--- src/rtl/fetch_unit.sv ---
// Instruction-fetch stage: owns the PC, drives the instruction memory and fills IF/ID.
// Optional taken-redirect counter is enabled by defining FETCH_REDIRECT_CNT_EN.
module fetch_unit #(
    parameter logic [31:0] RESET_PC   = 32'h0000_0000,
    parameter int unsigned IMEM_WORDS = 20
) (
    input  logic        clk,
    input  logic        reset,
    input  logic        stall,
    input  logic        redirect_valid,
    input  logic [1:0]  redirect_kind,
    input  logic [31:0] redirect_reg,
    output logic [31:0] imem_addr,
    input  logic [31:0] imem_read,
    output logic        if_valid,
    output logic [31:0] if_instr,
    output logic [31:0] if_pc,
    output logic [31:0] if_pc4,
    output logic        fetch_fault,
    output logic [15:0] redirect_count
);

    typedef enum logic [1:0] {
        BOOT = 2'b00,
        RUN  = 2'b01,
        HALT = 2'b10
    } state_t;

    localparam logic [1:0] KIND_BRANCH   = 2'b00;
    localparam logic [1:0] KIND_JUMP     = 2'b01;
    localparam logic [1:0] KIND_REGISTER = 2'b10;

    state_t      state;
    state_t      state_next;
    logic [31:0] pc;
    logic [31:0] pc_next;
    logic        valid_next;
    logic [31:0] instr_next;
    logic [31:0] if_pc_next;
    logic [31:0] if_pc4_next;
    logic        fault_next;

    logic [31:0] branch_target;
    logic [31:0] jump_target;
    logic [31:0] redirect_target;
    logic        redirect_take;
    logic        jr_misaligned;
    logic        pc_out_of_range;

    assign imem_addr = pc;

    // Targets are formed from the instruction currently sitting in decode.
    assign branch_target = if_pc4 + {{14{if_instr[15]}}, if_instr[15:0], 2'b00};
    assign jump_target   = {if_pc4[31:28], if_instr[25:0], 2'b00};

    always_comb begin
        redirect_target = redirect_reg;
        case (redirect_kind)
            KIND_BRANCH:   redirect_target = branch_target;
            KIND_JUMP:     redirect_target = jump_target;
            KIND_REGISTER: redirect_target = redirect_reg;
            default:       redirect_target = redirect_reg;
        endcase
    end

    assign redirect_take   = redirect_valid && (redirect_kind != 2'b11);
    assign jr_misaligned   = redirect_valid && (redirect_kind == KIND_REGISTER)
                             && (redirect_reg[1:0] != 2'b00);
    assign pc_out_of_range = {2'b00, pc[31:2]} >= IMEM_WORDS;

    always_ff @(posedge clk or posedge reset) begin
        if (reset) begin
            state       <= BOOT;
            pc          <= RESET_PC;
            if_valid    <= 1'b0;
            if_instr    <= 32'h0;
            if_pc       <= 32'h0;
            if_pc4      <= 32'h0;
            fetch_fault <= 1'b0;
        end else begin
            state       <= state_next;
            pc          <= pc_next;
            if_valid    <= valid_next;
            if_instr    <= instr_next;
            if_pc       <= if_pc_next;
            if_pc4      <= if_pc4_next;
            fetch_fault <= fault_next;
        end
    end

    // A misaligned jr outranks every other redirect; redirects outrank stall.
    always_comb begin
        state_next  = state;
        pc_next     = pc;
        valid_next  = if_valid;
        instr_next  = if_instr;
        if_pc_next  = if_pc;
        if_pc4_next = if_pc4;
        fault_next  = fetch_fault;

        case (state)
            BOOT: begin
                valid_next = 1'b0;
                state_next = RUN;
            end
            RUN: begin
                if (jr_misaligned) begin
                    state_next = HALT;
                    fault_next = 1'b1;
                    valid_next = 1'b0;
                end else if (redirect_take) begin
                    pc_next    = redirect_target;
                    valid_next = 1'b0;
                end else if (stall) begin
                    pc_next = pc;
                end else if (pc_out_of_range) begin
                    state_next = HALT;
                    fault_next = 1'b1;
                    valid_next = 1'b0;
                end else begin
                    instr_next  = imem_read;
                    if_pc_next  = pc;
                    if_pc4_next = pc + 32'd4;
                    valid_next  = 1'b1;
                    pc_next     = pc + 32'd4;
                end
            end
            HALT: begin
                valid_next = 1'b0;
                fault_next = 1'b1;
            end
            default: begin
                state_next = HALT;
                valid_next = 1'b0;
                fault_next = 1'b1;
            end
        endcase
    end

`ifdef FETCH_REDIRECT_CNT_EN
    logic        redirect_fire;
    logic [15:0] count;

    assign redirect_fire = (state == RUN) && redirect_take && !jr_misaligned;

    always_ff @(posedge clk or posedge reset) begin
        if (reset) begin
            count <= 16'h0;
        end else if (redirect_fire && (count != 16'hFFFF)) begin
            count <= count + 16'd1;
        end
    end

    assign redirect_count = count;
`else
    assign redirect_count = 16'h0;
`endif

endmodule

--- config.mk ---
export PLATFORM = sky130hd
export DESIGN_NAME = fetch_unit
export DESIGN_NICKNAME = d
export VERILOG_FILES = /design/src/rtl/fetch_unit.sv
export SDC_FILE = /design/constraint.sdc
export NUM_CORES = 1
export LEC_CHECK = 0
export CORE_MARGIN = 2
export CORE_UTILIZATION = 43
export DETAILED_ROUTE_END_ITERATION = 7
export GPL_ROUTABILITY_DRIVEN = 0
export MAX_ROUTING_LAYER = met4
export PLACE_DENSITY = 0.84
export SYNTH_ARGS = -nofsm -noshare
export SYNTH_HDL_FRONTEND = slang
export SYNTH_SLANG_ARGS = --single-unit
--- constraint.sdc ---
create_clock -name clk -period 4.39 [get_ports clk]
set_clock_uncertainty 0.2 [all_clocks]
set_input_delay 0.6585 -clock clk [delete_from_list [all_inputs] [get_ports clk]]
set_output_delay 0.6585 -clock clk [all_outputs]
set_load 0.02 [all_outputs]
==> results of run 1 <==
-- layout make-up --
type / count / area [sq um]
clock buffer: 21 / 470
clock inverter: 10 / 156
fill: 1373 / 6570
inverter: 15 / 61.3
multi-input combinational: 613 / 3650
sequential: 130 / 3250
tap: 220 / 275
timing repair buffer: 208 / 2080
-- how the worst max path moves through the flow --
stage	end	cells after the start	slack [ns]
floorplan	fetch_fault	1	0.06
global placement	if_pc[31]	8	0.96
detailed placement	if_pc[16]	8	0.90
CTS	imem_addr[30]	10	1.16
global route	imem_addr[30]	10	0.79
finish	if_pc[13]	5	1.12
-- layout by cell type, fill, tap and decap left out, types with 10 or more instances in the layout --
cell,n
a22oi_1,15
clkdlybuf4s50_1,199
inv_1,13
ha_1,31
xnor2_1,10
xor2_1,10
nand3_1,10
and2_1,53
nor3_1,13
conb_1,16
nand4_1,11
nand2_1,160
nor2_1,45
clkbuf_16,17
a21o_1,10
dfrtp_1,130
a21oi_1,47
o21ai_0,41
-- worst register-to-register path, delay by kind of cell, from the launching register on --
kind,cells,cell delay [ns]
and+or+nand+nor,5,2.52
DFF,1,0.44
-- routing by layer --
metal	wire length (um)	global-route usage, %	up-vias
li1	-	-	3168
met1	9270	32.7	3186
met2	10000	38.5	306
met3	1780	6.01	53
met4	619	9.57	0
met5	0	-	-
-- metrics by stage --
stage                     hold WS, ns  util, %
after detailed placement        0.257     56.4
after global routing            0.289     60.2
after global placement          0.251     56.4
final                           0.266     60.2
after CTS                       0.273     60.2
after floorplan                 0.279        -
-- cell families after synthesis --
family | Yosys count
xor+xnor | 20
compound gates | 202
buf+inv | 75
mux | 10
flops | 130
simple gates | 333
other cells | 1
fa+ha+maj | 32
-- power breakdown --
part | total [mW] | leakage [nW] | switching, mW | internal (mW)
clock | 1.49 | 0.309 | 0.505 | 0.988
sequential | 1.54 | 1.73 | 0.206 | 1.33
combinational | 0.918 | 2.43 | 0.480 | 0.438
-- registers in the layout, indices dropped and copies added, names as in the netlist --
register     flops
if_pc           32
if_valid         1
if_pc4          30
fetch_fault      1
state            2
imem_addr       32
if_instr        32
==> impl_results.html, run 1 <==
<table>
<tr><th>Metric</th><th>Value</th></tr>
<tr><th colspan="2">Outcome</th></tr>
<tr><td>Outcome</td><td>finished, final reports clean</td></tr>
<tr><th colspan="2">Place</th></tr>
<tr><td>HPWL after DPL</td><td>about 16000 um</td></tr>
<tr><td>Placed standard-cell area</td><td>~9300 sq um</td></tr>
<tr><td>Total of buffers placed on input and output ports</td><td>between 150 and 200</td></tr>
<tr><td>Pre-CTS setup slack</td><td>between 0.9 and 1 ns</td></tr>
<tr><td>Cells after DPL</td><td>1186</td></tr>
<tr><th colspan="2">Logic synthesis</th></tr>
<tr><td>Flop and latch count out of synthesis</td><td>130</td></tr>
<tr><td>Largest family of logic cells by synthesized area</td><td>simple AND/OR/NAND/NOR gates</td></tr>
<tr><td>Post-Syn Instances</td><td>approximately 800</td></tr>
<tr><td>Xor and xnor fraction of the mapped netlist area</td><td>2.42%</td></tr>
<tr><td>Most numerous cell types in the synthesized netlist</td><td>160 x nand2_1, 130 x dfrtp_1, 53 x and2_1, 47 x a21oi_1, 45 x nor2_1</td></tr>
<tr><td>Compound-Gate Fraction of Synth Area</td><td>a little under a fifth</td></tr>
<tr><td>Seq/Total Area, Yosys</td><td>between 40 and 50%</td></tr>
<tr><td>Total number of yosys warnings</td><td>0</td></tr>
<tr><td>Average cell area after synthesis</td><td>roughly 9 sq um</td></tr>
<tr><td>Basic-gate share of the synthesized area counting and, or, nand and nor cells</td><td>between 20% and 30%</td></tr>
<tr><td>Proportion of register bits with asynchronous set or reset after synthesis</td><td>100%</td></tr>
<tr><td>Cell with the most instances after synthesis</td><td>nand2_1</td></tr>
<tr><td>Cell types occupying the most area after synthesis</td><td>dfrtp_1 45%, nand2_1 8.3%, ha_1 5.4%</td></tr>
<tr><td>Top cell type's share of synthesized area</td><td>between 40% and 50%</td></tr>
<tr><td>Mux contribution to synthesized area</td><td>1.40%</td></tr>
<tr><td>Count of unique library cells instantiated by Yosys</td><td>between 60 and 70</td></tr>
<tr><td>Adder-Cell Fraction of Synth Area</td><td>under 10%</td></tr>
<tr><td>Cell Area, Synth</td><td>7230 sq um</td></tr>
<tr><td>Post-synth top flop</td><td>dfrtp_1</td></tr>
<tr><td>Number of enable-type register cells in the synthesized netlist</td><td>0</td></tr>
<tr><td>Post-synth top area cell</td><td>dfrtp_1</td></tr>
<tr><th colspan="2">Final layout</th></tr>
<tr><td>Share of final-layout standard cells stronger than drive strength 1</td><td>around 4.8%</td></tr>
<tr><td>Final cell count without fillers</td><td>1217</td></tr>
<tr><td>Number of nets in the layout</td><td>1087</td></tr>
<tr><td>P&amp;R area growth vs syn</td><td>37.6%</td></tr>
<tr><td>Final Cell Area</td><td>between 9000 and 10000 sq um</td></tr>
<tr><td>Count of antenna diodes in the layout</td><td>0</td></tr>
<tr><th colspan="2">Global routing</th></tr>
<tr><td>Total grt overflow</td><td>0</td></tr>
<tr><td>All-layer global routing usage</td><td>~25%</td></tr>
<tr><td>Global-route wire length before repair</td><td>between 30000 and 40000 um</td></tr>
<tr><td>Number of antenna violations at the first check in global routing</td><td>0</td></tr>
<tr><td>Via count of the first global-routing pass</td><td>between 6000 and 7000</td></tr>
<tr><td>Largest net degree at the start of global routing</td><td>95</td></tr>
<tr><th colspan="2">Timing</th></tr>
<tr><td>Worst-margin pin slew</td><td>slightly above 0.9 ns</td></tr>
<tr><td>Fin crit share</td><td>between 70% and 80%</td></tr>
<tr><td>Setup-failing EPs final</td><td>0</td></tr>
<tr><td>Shortest clock period the worst path allows after layout</td><td>roughly 3.3 ns</td></tr>
<tr><td>Number of hold-slack violations in the final timing report</td><td>0</td></tr>
<tr><td>Unrepaired setup endpoints after global routing</td><td>no</td></tr>
<tr><td>Setup Total Neg Slack</td><td>0 ns</td></tr>
<tr><td>Max frequency</td><td>306 MHz</td></tr>
<tr><td>Final worst setup slack</td><td>around 1.1 ns</td></tr>
<tr><td>Max-slew headroom at the worst pin</td><td>39.5%</td></tr>
<tr><td>Final slew viol count</td><td>0</td></tr>
<tr><th colspan="2">Clock tree</th></tr>
<tr><td>Insertion delay to the later sink of the worst-skew pair</td><td>~0.42 ns</td></tr>
<tr><td>Clock root buffer master</td><td>clkbuf_16</td></tr>
<tr><td>Number of setup buffers added after CTS</td><td>0</td></tr>
<tr><td>Number of H-tree levels</td><td>4</td></tr>
<tr><td>Worst-case clock buffer depth</td><td>2</td></tr>
<tr><td>Number of clock sinks</td><td>130</td></tr>
<tr><td>Number of clock buffers inserted by TritonCTS</td><td>17</td></tr>
<tr><td>Clock-pin slew on the worst setup and hold paths</td><td>approximately 0.050 ns</td></tr>
<tr><td>Post-CTS Hold Fix Bufs</td><td>0</td></tr>
<tr><td>CTS tree</td><td>done</td></tr>
<tr><td>Post-CTS Resized</td><td>0</td></tr>
<tr><th colspan="2">Floorplan</th></tr>
<tr><td>Placeable core region</td><td>approximately 17000 sq um</td></tr>
<tr><td>Number of top-level pins</td><td>between 200 and 250</td></tr>
<tr><td>Die span in x</td><td>~130 um</td></tr>
<tr><td>Starting utilization of the core area</td><td>between 40% and 50%</td></tr>
<tr><td>Height of the chip</td><td>134 um</td></tr>
<tr><td>Row count</td><td>47</td></tr>
<tr><td>Die Area</td><td>between 15000 and 20000 sq um</td></tr>
<tr><th colspan="2">Drt</th></tr>
<tr><td>Vias per std cell</td><td>around 5.5</td></tr>
<tr><td>Detailed router's first-iteration violation count</td><td>between 600 and 700</td></tr>
<tr><td>Post-detailed-route DRC marker count</td><td>0</td></tr>
<tr><td>Final wirelength</td><td>21700 um</td></tr>
<tr><td>Remaining antenna violation count after routing</td><td>0</td></tr>
<tr><td>Final routed wire length divided by cell count</td><td>~18 um</td></tr>
<tr><td>Router iterations before antenna repair</td><td>5</td></tr>
<tr><td>Total via count in the routed design</td><td>between 6000 and 7000</td></tr>
<tr><th colspan="2">Run</th></tr>
<tr><td>Max-capacitance violation count</td><td>0</td></tr>
<tr><th colspan="2">Power</th></tr>
<tr><td>Leakage power total</td><td>about 4.5 nW</td></tr>
<tr><td>Design Power</td><td>3.95 mW</td></tr>
<tr><td>Max VDD drop</td><td>~260 uV</td></tr>
<tr><td>Power density of the placed cells</td><td>slightly below 400 nW/um^2</td></tr>
<tr><th colspan="2">Worst hold path</th></tr>
<tr><td>Min-Delay Path Depth</td><td>2</td></tr>
<tr><td>Class of the worst hold path</td><td>reg -&gt; reg</td></tr>
<tr><td>End point of the most critical hold path</td><td>if_pc[5]</td></tr>
<tr><td>Hold path startpoint</td><td>if_pc[5]</td></tr>
<tr><th colspan="2">Critical path</th></tr>
<tr><td>Cell family contributing the most delay on the critical path</td><td>simple AND/OR/NAND/NOR gates</td></tr>
<tr><td>Depth of the worst register-to-register path</td><td>5</td></tr>
<tr><td>Internal reg-to-reg setup slack</td><td>approximately 1.1 ns</td></tr>
<tr><td>Start-to-end type of the worst setup path</td><td>reg -&gt; reg</td></tr>
<tr><td>CP Capture Type</td><td>flip-flop</td></tr>
<tr><td>Kind of start point of the critical path</td><td>flip-flop</td></tr>
<tr><td>Data arrival at the endpoint of the critical path</td><td>between 3 and 4 ns</td></tr>
<tr><td>Slowest cell on crit path</td><td>or3_4</td></tr>
<tr><td>Source of the critical timing path</td><td>imem_addr[18]</td></tr>
<tr><td>Combined buffer and inverter count along the critical path</td><td>0</td></tr>
<tr><td>End of the worst register-to-register path</td><td>if_pc[13]</td></tr>
<tr><td>Critical path, cell by cell</td><td>or4_1, nor4_1, nand4b_1, or3_4, and2_1</td></tr>
<tr><td>Maximum fanout along the worst path</td><td>94</td></tr>
<tr><td>Max incr delay on CP</td><td>roughly 0.76 ns</td></tr>
<tr><td>Endpoint required time on the critical path</td><td>~4.5 ns</td></tr>
<tr><td>FF-to-FF Start</td><td>imem_addr[18]</td></tr>
</table>
(Power assumes the default switching activity.)
==> run 2, diff against run 1 <==
--- a/config.mk
+++ b/config.mk
@@ -6,11 +6,11 @@
 export NUM_CORES = 1
 export LEC_CHECK = 0
 export CORE_MARGIN = 2
-export CORE_UTILIZATION = 43
+export CORE_UTILIZATION = 48
 export DETAILED_ROUTE_END_ITERATION = 7
 export GPL_ROUTABILITY_DRIVEN = 0
 export MAX_ROUTING_LAYER = met4
-export PLACE_DENSITY = 0.84
+export PLACE_DENSITY = 0.88
 export SYNTH_ARGS = -nofsm -noshare
 export SYNTH_HDL_FRONTEND = slang
 export SYNTH_SLANG_ARGS = --single-unit
==> constraint.sdc (replaced) <==
create_clock -name clk -period 3.2 [get_ports clk]
set_clock_uncertainty 0.2 [all_clocks]
set_input_delay 0.48 -clock clk [delete_from_list [all_inputs] [get_ports clk]]
set_output_delay 0.48 -clock clk [all_outputs]
set_load 0.02 [all_outputs]
==> impl_results.html, run 2 (synthesis gave the netlist of run 1 again) <==
<table>
<tr><th>Metric</th><th>Value</th></tr>
<tr><th colspan="2">Outcome</th></tr>
<tr><td>Outcome</td><td>finished, final reports clean</td></tr>
<tr><th colspan="2">Timing</th></tr>
<tr><td>Max-slew headroom at the worst pin</td><td>40.3% (+0.82 points)</td></tr>
<tr><td>Shortest clock period the worst path allows after layout</td><td>3.07 ns (-0.202 ns)</td></tr>
<tr><td>Setup-failing EPs final</td><td>0 (unchanged)</td></tr>
<tr><td>Worst-margin pin slew</td><td>0.896 ns (-0.0124 ns)</td></tr>
<tr><td>Max frequency</td><td>326 MHz (+6.6%)</td></tr>
<tr><td>Fin crit share</td><td>95.8% (+21 points)</td></tr>
<tr><td>Final worst setup slack</td><td>0.133 ns (-0.988 ns)</td></tr>
<tr><td>Setup Total Neg Slack</td><td>0 ns (unchanged)</td></tr>
<tr><td>Final slew viol count</td><td>0 (unchanged)</td></tr>
<tr><td>Number of hold-slack violations in the final timing report</td><td>0 (unchanged)</td></tr>
<tr><th colspan="2">Drt</th></tr>
<tr><td>Final wirelength</td><td>22200 um (+2.4%)</td></tr>
<tr><td>Detailed router's first-iteration violation count</td><td>747 (+23%)</td></tr>
<tr><td>Post-detailed-route DRC marker count</td><td>0 (unchanged)</td></tr>
<tr><td>Final routed wire length divided by cell count</td><td>18.5 um (+3.6%)</td></tr>
<tr><td>Router iterations before antenna repair</td><td>6 (+1)</td></tr>
<tr><td>Vias per std cell</td><td>5.79 (+5.0%)</td></tr>
<tr><td>Total via count in the routed design</td><td>6961 (+3.7%)</td></tr>
<tr><td>Remaining antenna violation count after routing</td><td>0 (unchanged)</td></tr>
<tr><th colspan="2">Global routing</th></tr>
<tr><td>Via count of the first global-routing pass</td><td>6901 (+7.0%)</td></tr>
<tr><td>Total grt overflow</td><td>0 (unchanged)</td></tr>
<tr><td>Largest net degree at the start of global routing</td><td>95 (unchanged)</td></tr>
<tr><td>Number of antenna violations at the first check in global routing</td><td>0 (unchanged)</td></tr>
<tr><td>All-layer global routing usage</td><td>28.9% (+3.7 points)</td></tr>
<tr><td>Global-route wire length before repair</td><td>35500 um (+3.2%)</td></tr>
<tr><th colspan="2">Clock tree</th></tr>
<tr><td>Number of setup buffers added after CTS</td><td>0 (unchanged)</td></tr>
<tr><td>Post-CTS Hold Fix Bufs</td><td>0 (unchanged)</td></tr>
<tr><td>Number of clock sinks</td><td>130 (unchanged)</td></tr>
<tr><td>CTS tree</td><td>done</td></tr>
<tr><td>Number of H-tree levels</td><td>4 (unchanged)</td></tr>
<tr><td>Clock-pin slew on the worst setup and hold paths</td><td>0.06 ns (about the same)</td></tr>
<tr><td>Clock root buffer master</td><td>clkbuf_16</td></tr>
<tr><td>Worst-case clock buffer depth</td><td>2 (unchanged)</td></tr>
<tr><td>Insertion delay to the later sink of the worst-skew pair</td><td>0.42 ns (about the same)</td></tr>
<tr><td>Post-CTS Resized</td><td>0 (unchanged)</td></tr>
<tr><td>Number of clock buffers inserted by TritonCTS</td><td>17 (unchanged)</td></tr>
<tr><th colspan="2">Floorplan</th></tr>
<tr><td>Number of top-level pins</td><td>216 (unchanged)</td></tr>
<tr><td>Height of the chip</td><td>127 um (-5.2%)</td></tr>
<tr><td>Die Area</td><td>16100 sq um (-10%)</td></tr>
<tr><td>Row count</td><td>44 (-6.4%)</td></tr>
<tr><td>Starting utilization of the core area</td><td>49.4% (+5.6 points)</td></tr>
<tr><td>Die span in x</td><td>127 um (-5.2%)</td></tr>
<tr><td>Placeable core region</td><td>14600 sq um (-11%)</td></tr>
<tr><th colspan="2">Final layout</th></tr>
<tr><td>Share of final-layout standard cells stronger than drive strength 1</td><td>6.39% (+1.6 points)</td></tr>
<tr><td>Layout filler cell count</td><td>1118 (-19%)</td></tr>
<tr><td>Area occupied by multi-input gates</td><td>3670 sq um (+0.51%)</td></tr>
<tr><td>FF+latch area</td><td>3250 sq um (unchanged)</td></tr>
<tr><td>P&amp;R area growth vs syn</td><td>39.1%</td></tr>
<tr><td>Number of nets in the layout</td><td>1107 (+1.8%)</td></tr>
<tr><td>Count of antenna diodes in the layout</td><td>0 (unchanged)</td></tr>
<tr><td>Most common cell after layout, fill and taps aside</td><td>clkdlybuf4s50_1</td></tr>
<tr><td>Final Util</td><td>68.7% (+8.5 points)</td></tr>
<tr><td>Highest-count cells in the layout ignoring fill and taps</td><td>199 x clkdlybuf4s50_1, 160 x nand2_1, 130 x dfrtp_1</td></tr>
<tr><th colspan="2">Critical path</th></tr>
<tr><td>Endpoint required time on the critical path</td><td>3.35 ns (-1.14 ns)</td></tr>
<tr><td>Data arrival at the endpoint of the critical path</td><td>3.22 ns (-0.15 ns)</td></tr>
<tr><td>Kind of start point of the critical path</td><td>flip-flop</td></tr>
<tr><td>CP Capture Type</td><td>flip-flop</td></tr>
<tr><td>Maximum fanout along the worst path</td><td>4 (-96%)</td></tr>
<tr><td>Start-to-end type of the worst setup path</td><td>reg -&gt; reg</td></tr>
<tr><th colspan="2">Power</th></tr>
<tr><td>Power density of the placed cells</td><td>531 nW/um^2 (+34%)</td></tr>
<tr><td>Design Power</td><td>5.34 mW (+35%)</td></tr>
<tr><td>Leakage power total</td><td>4.55 nW (+1.9%)</td></tr>
<tr><td>Max VDD drop</td><td>354 uV (+36%)</td></tr>
<tr><th colspan="2">Place</th></tr>
<tr><td>HPWL after DPL</td><td>16100 um (+2.5%)</td></tr>
<tr><td>Pre-CTS setup slack</td><td>0.135 ns (-0.770 ns)</td></tr>
<tr><td>Total of buffers placed on input and output ports</td><td>199 (unchanged)</td></tr>
<tr><th colspan="2">Worst hold path</th></tr>
<tr><td>Class of the worst hold path</td><td>reg -&gt; reg</td></tr>
<tr><th colspan="2">Run</th></tr>
<tr><td>Max-capacitance violation count</td><td>0 (unchanged)</td></tr>
</table>
## run 2: cell types whose count changed in the layout (fill, tap and decap cells not counted), moves of 2 or more
cell       delta
buf_4        +18
clkbuf_1      +5
buf_12        +2
bufinv_16     -2
clkbuf_8      +2
clkinv_2      -2
## run 2: worst paths after layout
path	from	to	slack, ns	depth (start not counted)
max in group asynchronous	reset	if_pc[4]	1.81	3
worst max register to register	if_instr[0]	imem_addr[30]	0.13	10
worst max-delay path	if_instr[0]	imem_addr[30]	0.13	10
min in group asynchronous	reset	if_pc[26]	0.35	2
worst min-delay path	if_instr[28]	if_instr[28]	0.26	2
worst min register to register	if_instr[28]	if_instr[28]	0.26	2
## run 2: through the flow
step	std cells	cell area (sq um)	hold WS, ns
floorplan	818	7290	0.279
global placement	1170	9460	0.252
detailed placement	1170	9460	0.256
CTS	1202	10000	0.267
global route	1202	10100	0.287
finish	1202	10100	0.264
## run 2: routing by layer
metal / vias to the layer above / global-route usage, % / share of wire [%]
met1: 3292 / 36.3 / 40
li1: 3206 / - / -
met5: - / - / 0
met4: 0 / 10.7 / 2.7
met3: 64 / 7.97 / 9.8
met2: 399 / 44.9 / 47
## run 2: worst max-delay path, stage by stage (launching register included)
cell,delay (ns)
dfrtp_1,0.39
ha_1,0.23
inv_1,0.07
fa_1,0.39
nand2b_1,0.21
a21oi_1,0.21
o21ai_1,0.21
a2111oi_4,0.39
o21ai_0,0.17
a2111oi_0,0.39
nand3b_1,0.15
## run 2: cell type report
type                    count  share of cell area (%)
clock buffers              28                    5.14
clock inverters             4                   0.696
inverters                  15                   0.597
multi-input cells         613                    36.5
flip-flops and latches    130                    32.3
well taps                 184                    2.29
repair buffers            228                    22.5
## run 2: power by group
part           switching [mW]  total, mW  internal, mW
logic                   0.680       1.30         0.624
clock network           0.690       1.94          1.25
registers               0.270       2.10          1.83
total                    1.64       5.34          3.70
